--- src/rtl/turret_rom_arbiter.sv ---
// turret_rom_arbiter: round-robin sharing of one synchronous turret sprite ROM between
// N_REQ draw units, one read per cycle, each returned word tagged with its requester id.
module turret_rom_arbiter #(
  parameter int N_REQ   = 4,
  parameter int ADDR_W  = 11,
  parameter int DATA_W  = 3,
  parameter int ROM_LAT = 1,
  parameter int ID_W    = $clog2(N_REQ)
) (
  input  logic                      vga_clk,
  input  logic                      reset_n,
  input  logic                      arb_en,
  input  logic [N_REQ-1:0]          req,
  input  logic [N_REQ*ADDR_W-1:0]   req_addr,
  output logic [N_REQ-1:0]          gnt,
  output logic [ADDR_W-1:0]         rom_address,
  input  logic [DATA_W-1:0]         rom_q,
  output logic                      rsp_valid,
  output logic [ID_W-1:0]           rsp_id,
  output logic [DATA_W-1:0]         rsp_data
);

  localparam logic [ID_W:0]   N_LIM   = (ID_W+1)'(N_REQ);
  localparam logic [ID_W-1:0] LAST_ID = ID_W'(N_REQ - 1);

  logic [ID_W-1:0]   ptr_q, ptr_d;
  logic [ADDR_W-1:0] rom_address_q, rom_address_d;
  logic              stage_valid_q [ROM_LAT+1];
  logic              stage_valid_d [ROM_LAT+1];
  logic [ID_W-1:0]   stage_id_q    [ROM_LAT+1];
  logic [ID_W-1:0]   stage_id_d    [ROM_LAT+1];
  logic              rsp_valid_q, rsp_valid_d;
  logic [ID_W-1:0]   rsp_id_q, rsp_id_d;
  logic [DATA_W-1:0] rsp_data_q, rsp_data_d;

  logic              found;
  logic [ID_W-1:0]   winner;
  logic              grant_valid;
  logic [ADDR_W-1:0] addr_sel;

  // Rotating search from ptr; the wrap is explicit so non-power-of-2 N_REQ works.
  always_comb begin
    logic [ID_W:0]   cand_w;
    logic [ID_W-1:0] cand;
    found  = 1'b0;
    winner = '0;
    cand_w = '0;
    cand   = '0;
    for (int k = 0; k < N_REQ; k++) begin
      cand_w = {1'b0, ptr_q} + (ID_W+1)'(k);
      if (cand_w >= N_LIM) begin
        cand_w = cand_w - N_LIM;
      end
      cand = cand_w[ID_W-1:0];
      if (!found && req[cand]) begin
        found  = 1'b1;
        winner = cand;
      end
    end
  end

  assign grant_valid = found && arb_en && reset_n;

  always_comb begin
    gnt      = '0;
    addr_sel = '0;
    for (int i = 0; i < N_REQ; i++) begin
      if (winner == ID_W'(i)) begin
        gnt[i]   = grant_valid;
        addr_sel = req_addr[i*ADDR_W +: ADDR_W];
      end
    end
  end

  always_comb begin
    ptr_d         = ptr_q;
    rom_address_d = rom_address_q;
    if (grant_valid) begin
      ptr_d         = (winner == LAST_ID) ? '0 : winner + 1'b1;
      rom_address_d = addr_sel;
    end
  end

  // The valid/id shift register lines up with rom_q so the tag meets its data word.
  always_comb begin
    stage_valid_d[0] = grant_valid;
    stage_id_d[0]    = grant_valid ? winner : stage_id_q[0];
    for (int s = 1; s <= ROM_LAT; s++) begin
      stage_valid_d[s] = stage_valid_q[s-1];
      stage_id_d[s]    = stage_id_q[s-1];
    end
    rsp_valid_d = stage_valid_q[ROM_LAT];
    rsp_id_d    = rsp_id_q;
    rsp_data_d  = rsp_data_q;
    if (stage_valid_q[ROM_LAT]) begin
      rsp_id_d   = stage_id_q[ROM_LAT];
      rsp_data_d = rom_q;
    end
  end

  always_ff @(posedge vga_clk or negedge reset_n) begin
    if (!reset_n) begin
      ptr_q         <= '0;
      rom_address_q <= '0;
      rsp_valid_q   <= 1'b0;
      rsp_id_q      <= '0;
      rsp_data_q    <= '0;
      for (int s = 0; s <= ROM_LAT; s++) begin
        stage_valid_q[s] <= 1'b0;
        stage_id_q[s]    <= '0;
      end
    end else begin
      ptr_q         <= ptr_d;
      rom_address_q <= rom_address_d;
      rsp_valid_q   <= rsp_valid_d;
      rsp_id_q      <= rsp_id_d;
      rsp_data_q    <= rsp_data_d;
      for (int s = 0; s <= ROM_LAT; s++) begin
        stage_valid_q[s] <= stage_valid_d[s];
        stage_id_q[s]    <= stage_id_d[s];
      end
    end
  end

  assign rom_address = rom_address_q;
  assign rsp_valid   = rsp_valid_q;
  assign rsp_id      = rsp_id_q;
  assign rsp_data    = rsp_data_q;

endmodule

--- config.mk ---
export PLATFORM = sky130hd
export DESIGN_NAME = turret_rom_arbiter
export DESIGN_NICKNAME = d
export VERILOG_FILES = /design/src/rtl/turret_rom_arbiter.sv
export SDC_FILE = /design/constraint.sdc
export NUM_CORES = 1
export LEC_CHECK = 0
export ABC_AREA = 0
export CORE_MARGIN = 2
export CORE_UTILIZATION = 43
export CTS_CLUSTER_SIZE = 8
export DETAILED_ROUTE_END_ITERATION = 8
export GPL_ROUTABILITY_DRIVEN = 1
export MAX_ROUTING_LAYER = met4
export PLACE_DENSITY = 0.82
export SLEW_MARGIN = 20
export SYNTH_ARGS = -nofsm -noshare
export SYNTH_HDL_FRONTEND = slang
export SYNTH_SLANG_ARGS = --single-unit
export TNS_END_PERCENT = 1
--- constraint.sdc ---
create_clock -name vga_clk -period 3.27 [get_ports vga_clk]
set_input_delay 0.327 -clock vga_clk [delete_from_list [all_inputs] [get_ports vga_clk]]
set_output_delay 0.327 -clock vga_clk [all_outputs]
set_load 0.01 [all_outputs]
==> run summary <==
Max H-tree Level: 1
Die Wd: 62.8 um
Outcome: finished clean
Clock share of power: 10.0%
CTS Buffer Depth: 2
Internal power: 0.000852 W
Hold Fails Final Rpt: 0
Clk slew on worst S/H paths: 0.12 ns
CP startpoint kind: input port
Power Density: 583 nW/um^2
Synth Register Bits: 25
Crit end category: output port
I/O pin cnt: 75
First-pass GRT wire length: 6.87 mm
DRT iter0 DRCs: 66
Switching Share: 36.5%
Initial antenna violation count: 0
Commonest non-fill, non-tap cell in the layout: clkdlybuf4s50_1
Num rows: 21
Seq/Total Area, Yosys: 42.1%
Detailed-route DRC error count: 0
Post-DRT Antenna Nets: 0
Post-synthesis cell type count: 34
Final wirelength: 4.22 mm
Worst vdd ir: 0.285 mV
Clock period minus worst slack: 2.90 ns
Initial Util: 44.6%
Syn nets: 216
Post-layout utilization of the core: 69.0%
# Post-CTS Setup Buffers: 0
TritonCTS clock tree: done
Relative slew slack: 67.7%
All-Layer GR Usage: 22.5%
CTS resizes: 0
Routed vias: 1508
Lkg Pwr: 0.949 nW
Ant. Diodes: 0
Clk_lat worst skew: 0.32 ns
Worst Tran Pin Value: 0.481 ns
Worst-path fanout max: 6
IO buf count: 74
Die area: 3950 um^2
Vias/cell: 5.44
Placer congestion estimate: 0.935
Number of global-route vias before repair: 1436
1st-pass router iterations: 4
Max-slew violations: 0
Yosys top cell by area: dfrtp_1
HPWL reported at the end of detailed placement: 3.30 mm
Worst EP required: 2.94 ns
Overall Power: 0.00134 W
Psw: 0.000490 W
Finish-stage setup viols: 0
Layout cells sized above 1: 9.09%
Slowest Stage Delay on Critical Path: 0.55 ns
Total gr overflow: 0
Fmax: 0.345 GHz
WP data arrival: 2.57 ns
Hold buffer count at cts: 0
CTS Buf Count: 3
Final nets: 290
Hold Path Class: reg -> reg
Gate power share: 55.0%
FF-to-FF setup slack: 0.81 ns
Most frequent cells in the layout: clkdlybuf4s50_1 (74), dfrtp_1 (25), a21oi_1 (23), nand2_1 (13), inv_1 (12)
Most used cell, CP: clkdlybuf4s50_1
RSZ-0062 raised after global routing: false
Core box area: 3340 um^2
Period utilization: 88.5%
Syn Inst Count: 158
Setup TNS Final: 0 ns
Mean Syn Cell Area: 9.42 um^2
Largest net degree at the start of global routing: 27
Maximum capacitance violations: 0
Yosys warnings: 0
Die Span Y: 62.8 um
Clock sink count: 25
Top post-synthesis cells by area: dfrtp_1 (42%), a21oi_1 (7.7%), a221o_1 (7.4%)
Worst setup path class: in -> out
Worst Skew: 0.0109 ns
CP cell instances: clkdlybuf4s50_1 -> nand2b_1 -> a21boi_0 -> or3_1 -> ha_1 -> and3_1 -> clkdlybuf4s50_1
Sequential power share: 34.9%
CP max stage cell: clkdlybuf4s50_1
WL per Instance: 15.2 um
Root Buffer: clkbuf_4
Top cell type's share of synthesized area: 42.1%
Area growth, synth to finish: 54.8%
Synthesized cell area: 1490 um^2
stage by stage:
step	setup WS (ns)	cell area, um^2	instances	hold slack [ns]
2_1_floorplan	0.946	1490	158	0.0314
3_3_place_gp	0.448	2280	273	0.334
3_5_place_dp	0.408	2280	273	0.338
4_1_cts	0.395	2300	277	0.367
5_1_grt	0.292	2300	277	0.376
6_report	0.375	2300	277	0.371
metal layers:
layer	up-vias	part of all wire [%]	track usage (%)
li1	729	-	-
met1	715	42	27.9
met2	62	53	38.6
met3	2	5.0	2.88
met4	0	0.19	6.39
met5	-	0	-
Yosys cell counts (all sizes together):
| cell | n |
|---|---|
| dfrtp | 25 |
| a21oi | 23 |
| nand2 | 14 |
| inv | 13 |
| a221o | 11 |
| a31oi | 11 |
| nand3b | 11 |
| clkbuf | 9 |
| mux2 | 7 |
| and3 | 5 |
| ha | 4 |
| buf | 3 |
| nand2b | 2 |
| nor2 | 2 |
| o21ai | 2 |
| o31ai | 2 |
| a21boi | 1 |
| a21o | 1 |
| and2 | 1 |
| nand3 | 1 |
| nand4b | 1 |
| nor3 | 1 |
| nor4 | 1 |
| o211ai | 1 |
| o21a | 1 |
| o32a | 1 |
| o41ai | 1 |
| or2 | 1 |
| or3 | 1 |
| or4 | 1 |
power by group through the flow:
stage	Clock, W	Combinational (W)	Sequential, W
CTS	0.000135	0.000737	0.000468
global route	0.000152	0.000798	0.000481
detailed placement	0	0.000733	0.000474
global placement	0	0.000707	0.000467
finish	0.000135	0.000739	0.000469
floorplan	0	0.000375	0.000495
final timing paths:
| path | end | depth (start not counted) | start |
|---|---|---|---|
| min in group asynchronous | stage_id_q[0] | 2 | reset_n |
| worst min-delay path | rsp_valid_d | 0 | stage_valid_d[0] |
| worst min register to register | rsp_valid_d | 0 | stage_valid_d[0] |
| max in group asynchronous | rom_address[9] | 2 | reset_n |
| worst max-delay path | gnt[0] | 7 | req[3] |
| worst max register to register | rom_address[9] | 8 | ptr_q[1] |
flip-flops by register name, indices dropped and copies added, names as in the netlist:
name / count
rom_address: 11
stage_id_q: 2
stage_id_d: 2
rsp_data: 3
rsp_valid: 1
ptr_q: 2
rsp_id: 2
rsp_valid_d: 1
stage_valid_d: 1
layout make-up:
type | count | area (um^2)
multi-input combinational | 108 | 749
clock buffer | 4 | 26.3
inverter | 13 | 51.3
tap | 46 | 57.6
fill | 271 | 1030
sequential | 25 | 626
timing repair buffer | 81 | 793
cell families (layout without fill, tap and decap cells):
| group | Yosys count | in the layout | synth area share, % |
|---|---|---|---|
| flops | 25 | 25 | 42.1 |
| fa+ha+maj | 4 | 4 | 3.36 |
| buf+inv | 25 | 98 | 7.57 |
| mux | 7 | 7 | 5.55 |
| compound gates | 55 | 55 | 24.7 |
| simple gates | 42 | 42 | 16.7 |
critical path, delay by kind of cell:
family	cells	cell delay [ns]
buffers and inverters	2	1.05
and+or+nand+nor	3	0.61
AOI/OAI and AO/OA	1	0.40
adders and majority gates	1	0.19
No activity file was read; power rests on OpenSTA's default activity.
